--- config.mk ---
export PLATFORM = sky130hd
export DESIGN_NAME = vram_port_arbiter
export DESIGN_NICKNAME = d
export VERILOG_FILES = /design/src/rtl/vram_port_arbiter.sv
export SDC_FILE = /design/constraint.sdc
export NUM_CORES = 1
export LEC_CHECK = 0
export ABC_AREA = 1
export BUFFER_PORTS_ARGS = -buffer_cell sky130_fd_sc_hd__buf_4
export CORE_MARGIN = 3
export CORE_UTILIZATION = 39
export CTS_BUF_LIST = sky130_fd_sc_hd__clkbuf_8 sky130_fd_sc_hd__clkbuf_16
export DETAILED_ROUTE_END_ITERATION = 8
export PLACE_DENSITY_LB_ADDON = 0.05
export SLEW_MARGIN = 10
export SYNTH_ARGS = -nofsm -noshare
export SYNTH_HDL_FRONTEND = slang
export SYNTH_SLANG_ARGS = --single-unit
--- constraint.sdc ---
create_clock -name clk -period 0.9 [get_ports clk]
set_input_delay 0.135 -clock clk [delete_from_list [all_inputs] [get_ports clk]]
set_output_delay 0.135 -clock clk [all_outputs]
set_load 0.05 [all_outputs]
--- src/rtl/vram_port_arbiter.sv ---
// Port-A arbiter for the dual-port video RAM: core vs DMA, registered issue stage, 2-cycle read return.
// Define VRAM_ARB_STARVE_GUARD_EN to bound DMA starvation at STARVE_LIMIT consecutive core transfers.
module vram_port_arbiter #(
    parameter int unsigned ADDR_W       = 24,
    parameter int unsigned DATA_W       = 16,
    parameter int unsigned STARVE_LIMIT = 4
) (
    input  logic              clk,
    input  logic              reset,
    input  logic              core_req,
    input  logic              core_we,
    input  logic [ADDR_W-1:0] core_addr,
    input  logic [DATA_W-1:0] core_wdata,
    output logic              core_gnt,
    output logic              core_rvalid,
    input  logic              dma_req,
    input  logic              dma_we,
    input  logic [ADDR_W-1:0] dma_addr,
    input  logic [DATA_W-1:0] dma_wdata,
    output logic              dma_gnt,
    output logic              dma_rvalid,
    output logic [DATA_W-1:0] rdata,
    output logic [ADDR_W-1:0] ram_addr,
    output logic              ram_we,
    output logic [DATA_W-1:0] ram_wdata,
    input  logic [DATA_W-1:0] ram_rdata
);

    typedef enum logic {
        OWN_CORE = 1'b0,
        OWN_DMA  = 1'b1
    } owner_e;

    if (STARVE_LIMIT < 1 || STARVE_LIMIT > 15) begin : g_bad_limit
        $error("vram_port_arbiter: STARVE_LIMIT must be within 1..15");
    end

    logic              dma_force;

    logic [ADDR_W-1:0] ram_addr_q, ram_addr_d;
    logic [DATA_W-1:0] ram_wdata_q, ram_wdata_d;
    logic              ram_we_q, ram_we_d;
    logic              rd_issued_q, rd_issued_d;
    owner_e            rd_owner_q, rd_owner_d;
    logic              core_rvalid_q, core_rvalid_d;
    logic              dma_rvalid_q, dma_rvalid_d;

`ifdef VRAM_ARB_STARVE_GUARD_EN
    logic [3:0] starve_cnt_q, starve_cnt_d;

    assign dma_force = dma_req && (starve_cnt_q == 4'(STARVE_LIMIT));

    // Counts core wins DMA has waited through; any DMA win or idle DMA restarts it.
    always_comb begin
        starve_cnt_d = starve_cnt_q;
        if (!dma_req || dma_gnt) begin
            starve_cnt_d = '0;
        end else if (core_gnt && (starve_cnt_q != 4'hF)) begin
            starve_cnt_d = starve_cnt_q + 4'd1;
        end
    end

    always_ff @(posedge clk or posedge reset) begin
        if (reset) begin
            starve_cnt_q <= '0;
        end else begin
            starve_cnt_q <= starve_cnt_d;
        end
    end
`else
    assign dma_force = 1'b0;
`endif

    assign core_gnt = !reset && core_req && !dma_force;
    assign dma_gnt  = !reset && dma_req && (!core_req || dma_force);

    always_comb begin
        ram_addr_d    = ram_addr_q;
        ram_wdata_d   = ram_wdata_q;
        ram_we_d      = 1'b0;
        rd_issued_d   = 1'b0;
        rd_owner_d    = rd_owner_q;
        if (core_gnt) begin
            ram_addr_d  = core_addr;
            ram_wdata_d = core_wdata;
            ram_we_d    = core_we;
            rd_issued_d = !core_we;
            rd_owner_d  = OWN_CORE;
        end else if (dma_gnt) begin
            ram_addr_d  = dma_addr;
            ram_wdata_d = dma_wdata;
            ram_we_d    = dma_we;
            rd_issued_d = !dma_we;
            rd_owner_d  = OWN_DMA;
        end
        // Second return stage is split per owner so the strobes come straight from flops.
        core_rvalid_d = rd_issued_q && (rd_owner_q == OWN_CORE);
        dma_rvalid_d  = rd_issued_q && (rd_owner_q == OWN_DMA);
    end

    always_ff @(posedge clk or posedge reset) begin
        if (reset) begin
            ram_addr_q    <= '0;
            ram_wdata_q   <= '0;
            ram_we_q      <= 1'b0;
            rd_issued_q   <= 1'b0;
            rd_owner_q    <= OWN_CORE;
            core_rvalid_q <= 1'b0;
            dma_rvalid_q  <= 1'b0;
        end else begin
            ram_addr_q    <= ram_addr_d;
            ram_wdata_q   <= ram_wdata_d;
            ram_we_q      <= ram_we_d;
            rd_issued_q   <= rd_issued_d;
            rd_owner_q    <= rd_owner_d;
            core_rvalid_q <= core_rvalid_d;
            dma_rvalid_q  <= dma_rvalid_d;
        end
    end

    assign ram_addr    = ram_addr_q;
    assign ram_wdata   = ram_wdata_q;
    assign ram_we      = ram_we_q;
    assign core_rvalid = core_rvalid_q;
    assign dma_rvalid  = dma_rvalid_q;
    assign rdata       = ram_rdata;

endmodule

==> out/metrics.cfg <==
[final_layout]
layout_commonest_cell = nand2_1
syn2layout_area_growth_pct = 56.4
diodes = 0
fin_util_pct = 63.9
fin_nets = 627
seqCellArea_um2 = 1130
nFillCells = 618
final_cell_mix = 127 x nand2_1, 120 x buf_4, 86 x inv_1
layout-drive-gt1-share_pct = 34.8
multi_input_area_um2 = 936

[timing]
holdWs_ps = -85.8
finalCritPeriodShare_pct = 110
period_minus_slack_ps = 991
skew_ps = 1.20
final.setup.tns_ps = -3410
worst_slack_ps = -91.0
slew_violations = 0
rsz0062_at_grt = yes
tightest_slew_ps = 327
max_freq_mhz = 1010
slew_headroom_pct = 78.1
setup_viol = 43
finalHoldViolations = 16

[placement]
io_buffers = 130
dpl.hpwl_mm = 5.25
place_congestion = 0.736

[worst_setup_path]
critPathMaxStageDelay_ps = 410
required_ps = 760
r2r_slack_ps = 40
start_kind = register
worstSetupStartpoint = ram_addr[1]$_DFFE_PP0P_
cp.arrival_ps = 860
end_kind = output pin
reg2reg_to = ram_wdata[7]$_DFFE_PP0P_
cp_top_family = flip-flops
worstSetupPathType = register to output pin
crit_cells = 1
crit_buf_inv = 1
rr_startpoint = ram_wdata[7]$_DFFE_PP0P_
path_cells = buf_6
path_max_fanout = 2
ff2ff_path_depth = 4
crit_path_end = ram_addr[1]
cpMaxStageDelayCell = dfrtp_1

[die]
initial_utilization_pct = 40.8
die_w_um = 88.2
dieArea_um2 = 7780
ios = 163
die_h_um = 88.2
coreArea_um2 = 6460
num_rows = 29

[logic_synthesis]
synth.area.top_cells = dfrtp_1 43%, nand2_1 18%, nand3_1 15%, inv_1 12%, buf_4 5.7%
ys_ff_latch = 45
synth_top_area_share_pct = 42.7
syn_area_um2 = 2640
ys_seq_area_share_pct = 42.7
yosysTopAreaCell = dfrtp_1
ys_warn_count = 0
syn_avg_cell_area_um2 = 6.92
synth.distinct_cells = 12
syn-instance-count = 381
synth.net_count = 483

[routing]
drc = 0
viasPerCell = 4.56
drt_iter0_markers = 106
wl_mm = 7.32
antenna_left = 0
first_pass_iters = 4
vias = 2749
routedWlPerCell_um = 12.1

[clock_tree]
numCtsBuffers = 5
cts_buffer_depth = 2
h-tree-depth = 2
clk_pin_slew_worst_paths_ps = 80
root_buffer = clkbuf_8
cts_tree = yes
insertion_delay_ps = 290
cts_sinks = 45

[global_route]
grt_pass1_vias = 2587
grt_first_pass_wirelength_mm = 11.9
overflow = 0
antenna_found_initial = 0
grt_max_degree = 42
grt_util_all_layers_pct = 19.1

[flow_run]
cap_viol_max_count = 0

[hold_path]
worstHoldPathType = input port to async pin

[run_status]
violations = negative hold slack, negative setup slack
outcome = complete, but fails checks

[power_and_ir_drop]
power.density_nw_per_um2 = 1580
vdd_ir_drop_max_mv = 0.678
p_leak_nw = 2.51

[worst min path at each step]
stage                                      endpoint
final                       ram_addr[7]$_DFFE_PP0P_
after global routing      ram_wdata[14]$_DFFE_PP0P_
after CTS                 ram_wdata[14]$_DFFE_PP0P_
after detailed placement   ram_addr[17]$_DFFE_PP0P_
after global placement     ram_addr[19]$_DFFE_PP0P_
after floorplan               core_rvalid$_DFF_PP0_
[state kept, by name, summed over array words and instances (netlist names)]
name         count
ram_we           1
dma_rvalid       1
rd_issued_q      1
ram_wdata       16
core_rvalid      1
rd_owner_q       1
ram_addr        24
[layout make-up]
class                      instances  area share (%)
clock buffer                       5            1.67
clock inverter                     3           0.273
inverter                          87            8.40
multi-input combinational        212            22.7
timing repair buffer             174            37.3
tap                               77            2.34
sequential                        45            27.3
[cells by family after synthesis]
logic type	Yosys count	share of synthesized area, %
buf+inv	124	22.6
flops	45	42.7
compound gates	1	0.237
simple gates	211	34.5
[where the power goes]
group	total [mW]	leakage (nW)	internal, mW	switching, mW
Sequential	2.50	0.550	2.29	0.209
Clock	1.15	0.0519	0.518	0.632
Combinational	2.86	1.91	1.18	1.68
[metrics by stage]
stage | power, mW | std cells | instance area [um^2] | setup WS [ps] | hold slack [ps]
2_1_floorplan | 4.26 | 381 | 2660 | 16.2 | 157
3_3_place_gp | 4.98 | 572 | 3650 | -182 | 213
3_5_place_dp | 5.00 | 572 | 3650 | -199 | 227
4_1_cts | 6.46 | 591 | 4010 | -103 | -55.8
5_1_grt | 6.87 | 603 | 4120 | -134 | -80.2
6_report | 6.51 | 603 | 4120 | -91.0 | -85.8
[repair_timing]
item	in CTS	in global routing
setup endpoints to repair	45	59
buffers inserted	7	13
resized for setup	47	8
pin swaps	0	1
hold endpoints to repair	30	23
hold buffers	4	1
[worst reg2reg max path, stage by stage, from the launching register on]
cell	delay [ps]
dfrtp_1	390
buf_4	130
buf_4	120
nand2_1	50
nand2_1	50
[per-layer routing]
layer	vias to the layer above	track usage, %	part of all wire [%]
met5	-	0	0
met4	0	4.40	0.70
met2	88	32.2	48
li1	1399	-	-
met3	9	5.12	7.8
met1	1253	24.8	44
[synthesized netlist by cell type]
master and count:
inv_4 1, nand3_1 81, buf_6 5, inv_1 85
nand2_4 2, buf_4 20, nand2_1 127, o22ai_1 1
dfrtp_1 45, nor2_1 1, buf_2 12, inv_2 1
Note: power is estimated with default switching activity, not from simulation.
